--- config.mk ---
export PLATFORM = sky130hd
export DESIGN_NAME = jk_excitation_gen
export DESIGN_NICKNAME = d
export VERILOG_FILES = /design/src/rtl/jk_excitation_gen.sv
export SDC_FILE = /design/constraint.sdc
export NUM_CORES = 1
export LEC_CHECK = 0
export CORE_AREA = 4 4 41 43
export CTS_CLUSTER_DIAMETER = 40
export DETAILED_ROUTE_END_ITERATION = 16
export DIE_AREA = 0 0 45 47
export GPL_ROUTABILITY_DRIVEN = 0
export GPL_TIMING_DRIVEN = 0
export PLACE_DENSITY = 0.74
export SLEW_MARGIN = 10
export SYNTH_ARGS = -nofsm -noshare
export SYNTH_HDL_FRONTEND = slang
export SYNTH_SLANG_ARGS = --single-unit
--- constraint.sdc ---
create_clock -name CLK -period 1.8 [get_ports CLK]
set_input_delay 0.18 -clock CLK [delete_from_list [all_inputs] [get_ports CLK]]
set_output_delay 0.18 -clock CLK [all_outputs]
set_load 0.02 [all_outputs]
--- src/rtl/jk_excitation_gen.sv ---
// J/K excitation generator: turns a target word into a one-cycle J/K pulse for a JK flip-flop bank.
// Optional Q feedback verification with timeout/ERR is enabled by defining JKGEN_VERIFY_EN.
module jk_excitation_gen #(
  parameter int WIDTH    = 4,
  parameter int ENC_MODE = 0,
  parameter int TIMEOUT  = 3
) (
  input  logic             CLK,
  input  logic             nRST,
  input  logic [WIDTH-1:0] TGT,
  input  logic             TGT_VALID,
  output logic             TGT_READY,
  input  logic [WIDTH-1:0] Q_FB,
  output logic [WIDTH-1:0] J,
  output logic [WIDTH-1:0] K,
  output logic             DONE,
  output logic             ERR,
  input  logic             CLR_ERR
);

  if (TIMEOUT < 1) begin : g_timeout_invalid
    $error("TIMEOUT must be at least 1");
  end

  typedef enum logic [1:0] {IDLE, DRIVE, SETTLE, ERROR} state_t;

  state_t           state;
  logic [WIDTH-1:0] j_calc;
  logic [WIDTH-1:0] k_calc;
  logic             accept;

  // Bits already at target get J=K=0 in both encodings.
  always_comb begin
    if (ENC_MODE == 1) begin
      j_calc = TGT ^ Q_FB;
      k_calc = TGT ^ Q_FB;
    end else begin
      j_calc = TGT & ~Q_FB;
      k_calc = ~TGT & Q_FB;
    end
  end

  assign TGT_READY = (state == IDLE);
  assign accept    = TGT_VALID && TGT_READY;

`ifdef JKGEN_VERIFY_EN
  localparam int CNT_W = $clog2(TIMEOUT + 1);

  logic [CNT_W-1:0] cnt;
  logic [WIDTH-1:0] tgt_r;

  always_ff @(posedge CLK or negedge nRST) begin
    if (!nRST) begin
      state <= IDLE;
      J     <= '0;
      K     <= '0;
      DONE  <= 1'b0;
      ERR   <= 1'b0;
      cnt   <= '0;
      tgt_r <= '0;
    end else begin
      DONE <= 1'b0;
      J    <= '0;
      K    <= '0;
      case (state)
        IDLE: begin
          if (accept) begin
            tgt_r <= TGT;
            if (TGT == Q_FB) begin
              DONE <= 1'b1;
            end else begin
              J     <= j_calc;
              K     <= k_calc;
              state <= DRIVE;
            end
          end
        end
        DRIVE: begin
          cnt   <= '0;
          state <= SETTLE;
        end
        SETTLE: begin
          if (Q_FB == tgt_r) begin
            DONE  <= 1'b1;
            state <= IDLE;
          end else if (cnt == CNT_W'(TIMEOUT - 1)) begin
            ERR   <= 1'b1;
            state <= ERROR;
          end else begin
            cnt <= cnt + CNT_W'(1);
          end
        end
        ERROR: begin
          if (CLR_ERR) begin
            ERR   <= 1'b0;
            state <= IDLE;
          end
        end
        default: state <= IDLE;
      endcase
    end
  end
`else
  logic unused_clr_err;
  assign unused_clr_err = CLR_ERR;
  assign ERR            = 1'b0;

  // Without verification the block only drives: DRIVE returns straight to IDLE.
  always_ff @(posedge CLK or negedge nRST) begin
    if (!nRST) begin
      state <= IDLE;
      J     <= '0;
      K     <= '0;
      DONE  <= 1'b0;
    end else begin
      DONE <= 1'b0;
      J    <= '0;
      K    <= '0;
      case (state)
        IDLE: begin
          if (accept) begin
            if (TGT == Q_FB) begin
              DONE <= 1'b1;
            end else begin
              J     <= j_calc;
              K     <= k_calc;
              state <= DRIVE;
            end
          end
        end
        DRIVE: begin
          DONE  <= 1'b1;
          state <= IDLE;
        end
        default: state <= IDLE;
      endcase
    end
  end
`endif

endmodule

# Yosys cells after proc, flatten, opt, wreduce, memory -nomap -nowiden
# Index checks and enable logic that the tools add are counted.
dict set report classes {
  n_eq_ne 4
  mux 12
  bitwise 4
  n_reduce_logical 3
}
# op count
set ops {}
lappend ops {{4-bit 2-to-1 mux} 6}
lappend ops {{4-bit AND} 2}
lappend ops {{4-bit NOT} 2}
lappend ops {{2-bit 2-to-1 mux} 3}
lappend ops {{4-bit == test} 1}
lappend ops {{2-bit by 1-bit == test with 1-bit output (second input constant)} 1}
lappend ops {{2-bit logical NOT} 1}
lappend ops {{1-bit 2-to-1 mux} 2}
lappend ops {{2-bit by 1-bit != test with 1-bit output (second input constant)} 1}
lappend ops {{2-bit != test (second input constant)} 1}
lappend ops {{1-bit one-hot mux with 2 select lines} 1}
lappend ops {{2-bit AND reduction} 1}
lappend ops {{1-bit logical AND} 1}
dict set report word_totals {
  register_bits 11
  inputBits 12
}

# Depth between registers and ports, before layout
dict set report depth {
  ltp_word 5
  depth_mapped 4
  mapped_depth_nobuf 4
}

# Worst setup path before layout
# No wires, ideal clock.
dict set report synth_timing {
  path_kind {input -> register}
  from {input TGT[2]}
  to {register DONE}
  setup_ns 0.118
  t_arrival_ns 0.831
  setup_slack_ns 0.851
  path_stages 4
  cell_sequence {inv_1 > ha_1 > and4_4 > a21o_1}
}
dict set report synth_between {
  elab_chain_cells 4
}
# item line
set synth_rtl {}
lappend synth_rtl {{from (decl)} 10} ;# input logic [WIDTH-1:0] TGT,
lappend synth_rtl {{4-bit == test} 122} ;# if (TGT == Q_FB) begin
lappend synth_rtl {{1-bit 2-to-1 mux} 122}
lappend synth_rtl {{1-bit 2-to-1 mux} 121} ;# if (accept) begin
lappend synth_rtl {{1-bit one-hot mux with 2 select lines} 119} ;# case (state)
lappend synth_rtl {{to (signal assigned)} 116} ;# DONE <= 1'b0;
lappend synth_rtl {{to (signal assigned)} 123} ;# DONE <= 1'b1;
lappend synth_rtl {{to (signal assigned)} 132} ;# DONE <= 1'b1;
lappend synth_rtl {{to (decl)} 16} ;# output logic DONE,
# No other way between the ends.
# A chain may end at the register's enable or synchronous reset.

# Worst setup path after layout
dict set report layout_timing {
  from {register state[0]}
  to {output TGT_READY}
}
dict set report layout_between {
  elab_chain_cells 1
}
# item line
set layout_rtl {}
lappend layout_rtl {{from (decl)} 27} ;# state_t state;
lappend layout_rtl {{from (signal assigned)} 111} ;# state <= IDLE;
lappend layout_rtl {{from (signal assigned)} 127} ;# state <= DRIVE;
lappend layout_rtl {{from (signal assigned)} 133} ;# state <= IDLE;
lappend layout_rtl {{2-bit logical NOT} 43} ;# assign TGT_READY = (state == IDLE);
lappend layout_rtl {{to (decl)} 12} ;# output logic TGT_READY,
# No other way between the ends.

==> impl_metrics.prom <==
# TYPE chip_impl_metric gauge
chip_impl_metric{name="grt_pass1_wl",unit="um"} 1280
chip_impl_metric{name="synth-edff-count",unit=""} 0
chip_impl_metric{name="fin_nets",unit=""} 86
chip_impl_info{name="yosys.cell_count.top_type",value="sky130_fd_sc_hd__dfrtp_1"} 1
chip_impl_metric{name="synth.lib_cells_used.distinct",unit=""} 9
chip_impl_info{name="worst_hold_path_type",value="input pin to asynchronous set/reset pin"} 1
chip_impl_metric{name="powerDensity",unit="nW/um^2"} 707
chip_impl_metric{name="boundaryPins",unit=""} 23
chip_impl_metric{name="fraction_of_layout_cells_with_a_size_suffix_above_1",unit="%"} 24.6
chip_impl_metric{name="p_total",unit="W"} 0.000535
chip_impl_metric{name="place.detailed.hpwl",unit="um"} 624
chip_impl_metric{name="drcViolationCount",unit=""} 0
chip_impl_metric{name="total_routing_usage_reported_by_global_routing",unit="%"} 9.39
chip_impl_metric{name="timing.final.crit_period",unit="ps"} 1500
chip_impl_info{name="outcome",value="complete, no violations"} 1
chip_impl_info{name="critical_path.endpoint_type",value="output pin"} 1
chip_impl_metric{name="grt_max_degree",unit=""} 11
chip_impl_metric{name="fin_hold_ws",unit="ps"} 230
chip_impl_metric{name="detailed_route_wire_length_per_cell",unit="um"} 9.76
chip_impl_metric{name="crit_fanout",unit=""} 3
chip_impl_info{name="critical_path.startpoint",value="state[0]$_DFFE_PN0P_"} 1
chip_impl_metric{name="max_freq",unit="MHz"} 666
chip_impl_metric{name="timing.critical_path.required",unit="ps"} 1620
chip_impl_info{name="timing.rr.start",value="state[0]$_DFFE_PN0P_"} 1
chip_impl_metric{name="synthDominantCellAreaShare",unit="%"} 49.9
chip_impl_metric{name="path_buf_inv",unit=""} 2
chip_impl_metric{name="antenna_found_initial",unit=""} 0
chip_impl_info{name="grt_setup_unrepaired",value="false"} 1
chip_impl_metric{name="synth.yosys.seq_area_share",unit="%"} 49.9
chip_impl_info{name="cp_cell_sequence",value="inv_1, clkdlybuf4s50_1"} 1
chip_impl_metric{name="worst_setup_hold_path_clk_slew",unit="ps"} 60
chip_impl_metric{name="grt_remaining_overflow",unit=""} 0
chip_impl_metric{name="synthesis.instances",unit=""} 41
chip_impl_metric{name="die_w",unit="um"} 45
chip_impl_metric{name="layoutNonFillerInstCount",unit=""} 80
chip_impl_metric{name="first_global_vias",unit=""} 306
chip_impl_metric{name="cts.sink_count",unit=""} 10
chip_impl_metric{name="coreArea",unit="um^2"} 1300
chip_impl_metric{name="htree_num_levels",unit=""} 1
chip_impl_metric{name="post-route-period-util",unit="%"} 83.4
chip_impl_metric{name="fp.dieH",unit="um"} 47
chip_impl_metric{name="critPathArrivalTime",unit="ps"} 1320
chip_impl_metric{name="clkLatencyLatePin",unit="ps"} 250
chip_impl_info{name="worst_path_dominant_cell_family",value="buffers and inverters"} 1
chip_impl_metric{name="critical_path.max_stage_delay",unit="ps"} 590
chip_impl_metric{name="drv_slew",unit=""} 0
chip_impl_metric{name="wirelength",unit="um"} 781
chip_impl_metric{name="placement.cell_area",unit="um^2"} 721
chip_impl_info{name="tritoncts",value="yes"} 1
chip_impl_metric{name="placed_cells",unit=""} 76
chip_impl_metric{name="antenna_violating_nets_post_route",unit=""} 0
chip_impl_metric{name="syn_area_per_cell",unit="um^2"} 12.2
chip_impl_info{name="setup.worst_path.class",value="flop to output pin"} 1
chip_impl_info{name="clockRootBuffer",value="sky130_fd_sc_hd__clkbuf_4"} 1
chip_impl_metric{name="count_of_max_cap_constraint_violations",unit=""} 0
chip_impl_metric{name="ys_ff_latch",unit=""} 10
chip_impl_metric{name="drt_pre_antenna_iters",unit=""} 1
chip_impl_metric{name="clock_tree.buffer_depth",unit=""} 2
chip_impl_metric{name="vias",unit=""} 330
chip_impl_info{name="synth_area_leader_cell",value="sky130_fd_sc_hd__dfrtp_1"} 1
chip_impl_metric{name="finClkSkew",unit="ps"} 0.404
chip_impl_metric{name="std_cell_rows",unit=""} 13
chip_impl_metric{name="area_growth",unit="%"} 50.9
chip_impl_metric{name="setup_total_negative_slack",unit="ps"} 0
chip_impl_metric{name="drt_iter0_drc",unit=""} 0
chip_impl_metric{name="synth_area",unit="um^2"} 502
chip_impl_metric{name="start_util",unit="%"} 38.6
chip_impl_metric{name="gates_resized_cts_repair",unit=""} 0
chip_impl_metric{name="vdd.ir_drop.worst",unit="uV"} 306
chip_impl_metric{name="ys_warn_count",unit=""} 0
chip_impl_metric{name="leakagePower",unit="nW"} 0.403
chip_impl_info{name="synth.cells.most_frequent",value="sky130_fd_sc_hd__dfrtp_1 (10), sky130_fd_sc_hd__inv_1 (9), sky130_fd_sc_hd__and2_2 (8), sky130_fd_sc_hd__ha_1 (8), sky130_fd_sc_hd__nor2b_4 (2)"} 1
chip_impl_info{name="critPathLaunchType",value="flop"} 1
chip_impl_metric{name="design_area",unit="um^2"} 757
chip_impl_info{name="synth_top_flop_cell",value="sky130_fd_sc_hd__dfrtp_1"} 1
chip_impl_metric{name="report.final.hold_viol_count",unit=""} 0
chip_impl_info{name="slowest_stage",value="sky130_fd_sc_hd__clkdlybuf4s50_1"} 1
chip_impl_metric{name="numCtsBuffers",unit=""} 3
chip_impl_metric{name="route.detailed.vias_per_inst",unit=""} 4.13
chip_impl_metric{name="synth_fp_nets",unit=""} 61
chip_impl_metric{name="cts_setup_buffers",unit=""} 0
chip_impl_metric{name="floorplan.die_area",unit="um^2"} 2120
chip_impl_metric{name="holdBufCountCts",unit=""} 0
chip_impl_metric{name="ant_diodes",unit=""} 0
chip_impl_metric{name="async_reset_ff_share",unit="%"} 100
chip_impl_metric{name="report.final.setup_viol",unit=""} 0
chip_impl_info{name="cells_taking_the_most_area_after_synthesis",value="sky130_fd_sc_hd__dfrtp_1 (50%), sky130_fd_sc_hd__ha_1 (20%), sky130_fd_sc_hd__and2_2 (12%)"} 1
chip_impl_metric{name="place.port_buffers",unit=""} 20
==> power by group <==
group | switching, W | internal, W
sequential | 0.00000481 | 0.000236
clock | 0.0000695 | 0.000122
combinational | 0.0000447 | 0.0000580
total | 0.000119 | 0.000416
==> metal layers <==
| layer | share of wire (%) | GRT usage, % | up-vias |
|---|---|---|---|
| li1 | - | - | 167 |
| met1 | 35 | 8.57 | 151 |
| met5 | 0 | 0 | - |
| met4 | 3.5 | 10.5 | 0 |
| met2 | 55 | 16.1 | 10 |
| met3 | 6.4 | 2.30 | 2 |
==> placed cells by master, fill, tap and decap left out <==
master,instances
sky130_fd_sc_hd__and4_4,1
sky130_fd_sc_hd__clkbuf_4,3
sky130_fd_sc_hd__ha_1,8
sky130_fd_sc_hd__buf_4,1
sky130_fd_sc_hd__dfrtp_1,10
sky130_fd_sc_hd__a21o_1,1
sky130_fd_sc_hd__conb_1,1
sky130_fd_sc_hd__clkbuf_8,1
sky130_fd_sc_hd__inv_1,9
sky130_fd_sc_hd__nor2b_4,2
sky130_fd_sc_hd__clkdlybuf4s50_1,20
sky130_fd_sc_hd__and2_2,8
==> cell families after synthesis <==
group | count (synthesis) | synth area share (%)
compound gates | 1 | 1.50
other cells | 1 | 0.747
simple gates | 11 | 19.7
fa+ha+maj | 8 | 20.0
flops | 10 | 49.9
buf+inv | 10 | 8.23
==> sequential cells by signal (all words and copies together) (netlist names) <==
register and count:
J 4, state 1, DONE 1, K 4
==> through the flow <==
step	setup slack [ps]	utilization, %
2_1_floorplan	851	-
5_1_grt	227	58.2
6_report	299	58.2
3_3_place_gp	310	55.4
3_5_place_dp	305	55.4
4_1_cts	280	58.2
==> area by class of cell <==
cell class                 instances  area (um^2)
buffer                             1         7.51
clock buffer                       4         36.3
tap                               15         18.8
multi-input combinational         21          210
inverter                           9         33.8
timing repair buffer              20          200
sequential                        10          250
fill                             125          544
==> final timing paths <==
check,endpoint,cells past startpoint,slack [ps]
worst max-delay path,TGT_READY,2,300
worst min-delay path,J[3]$_DFF_PN0_,1,230
min in group CLK,DONE$_DFF_PN0_,1,530
worst min register to register,DONE$_DFF_PN0_,1,530
max in group asynchronous,J[2]$_DFF_PN0_,1,1280
worst max register to register,state[0]$_DFFE_PN0P_,2,950
No activity file was read; power rests on OpenSTA's default activity.
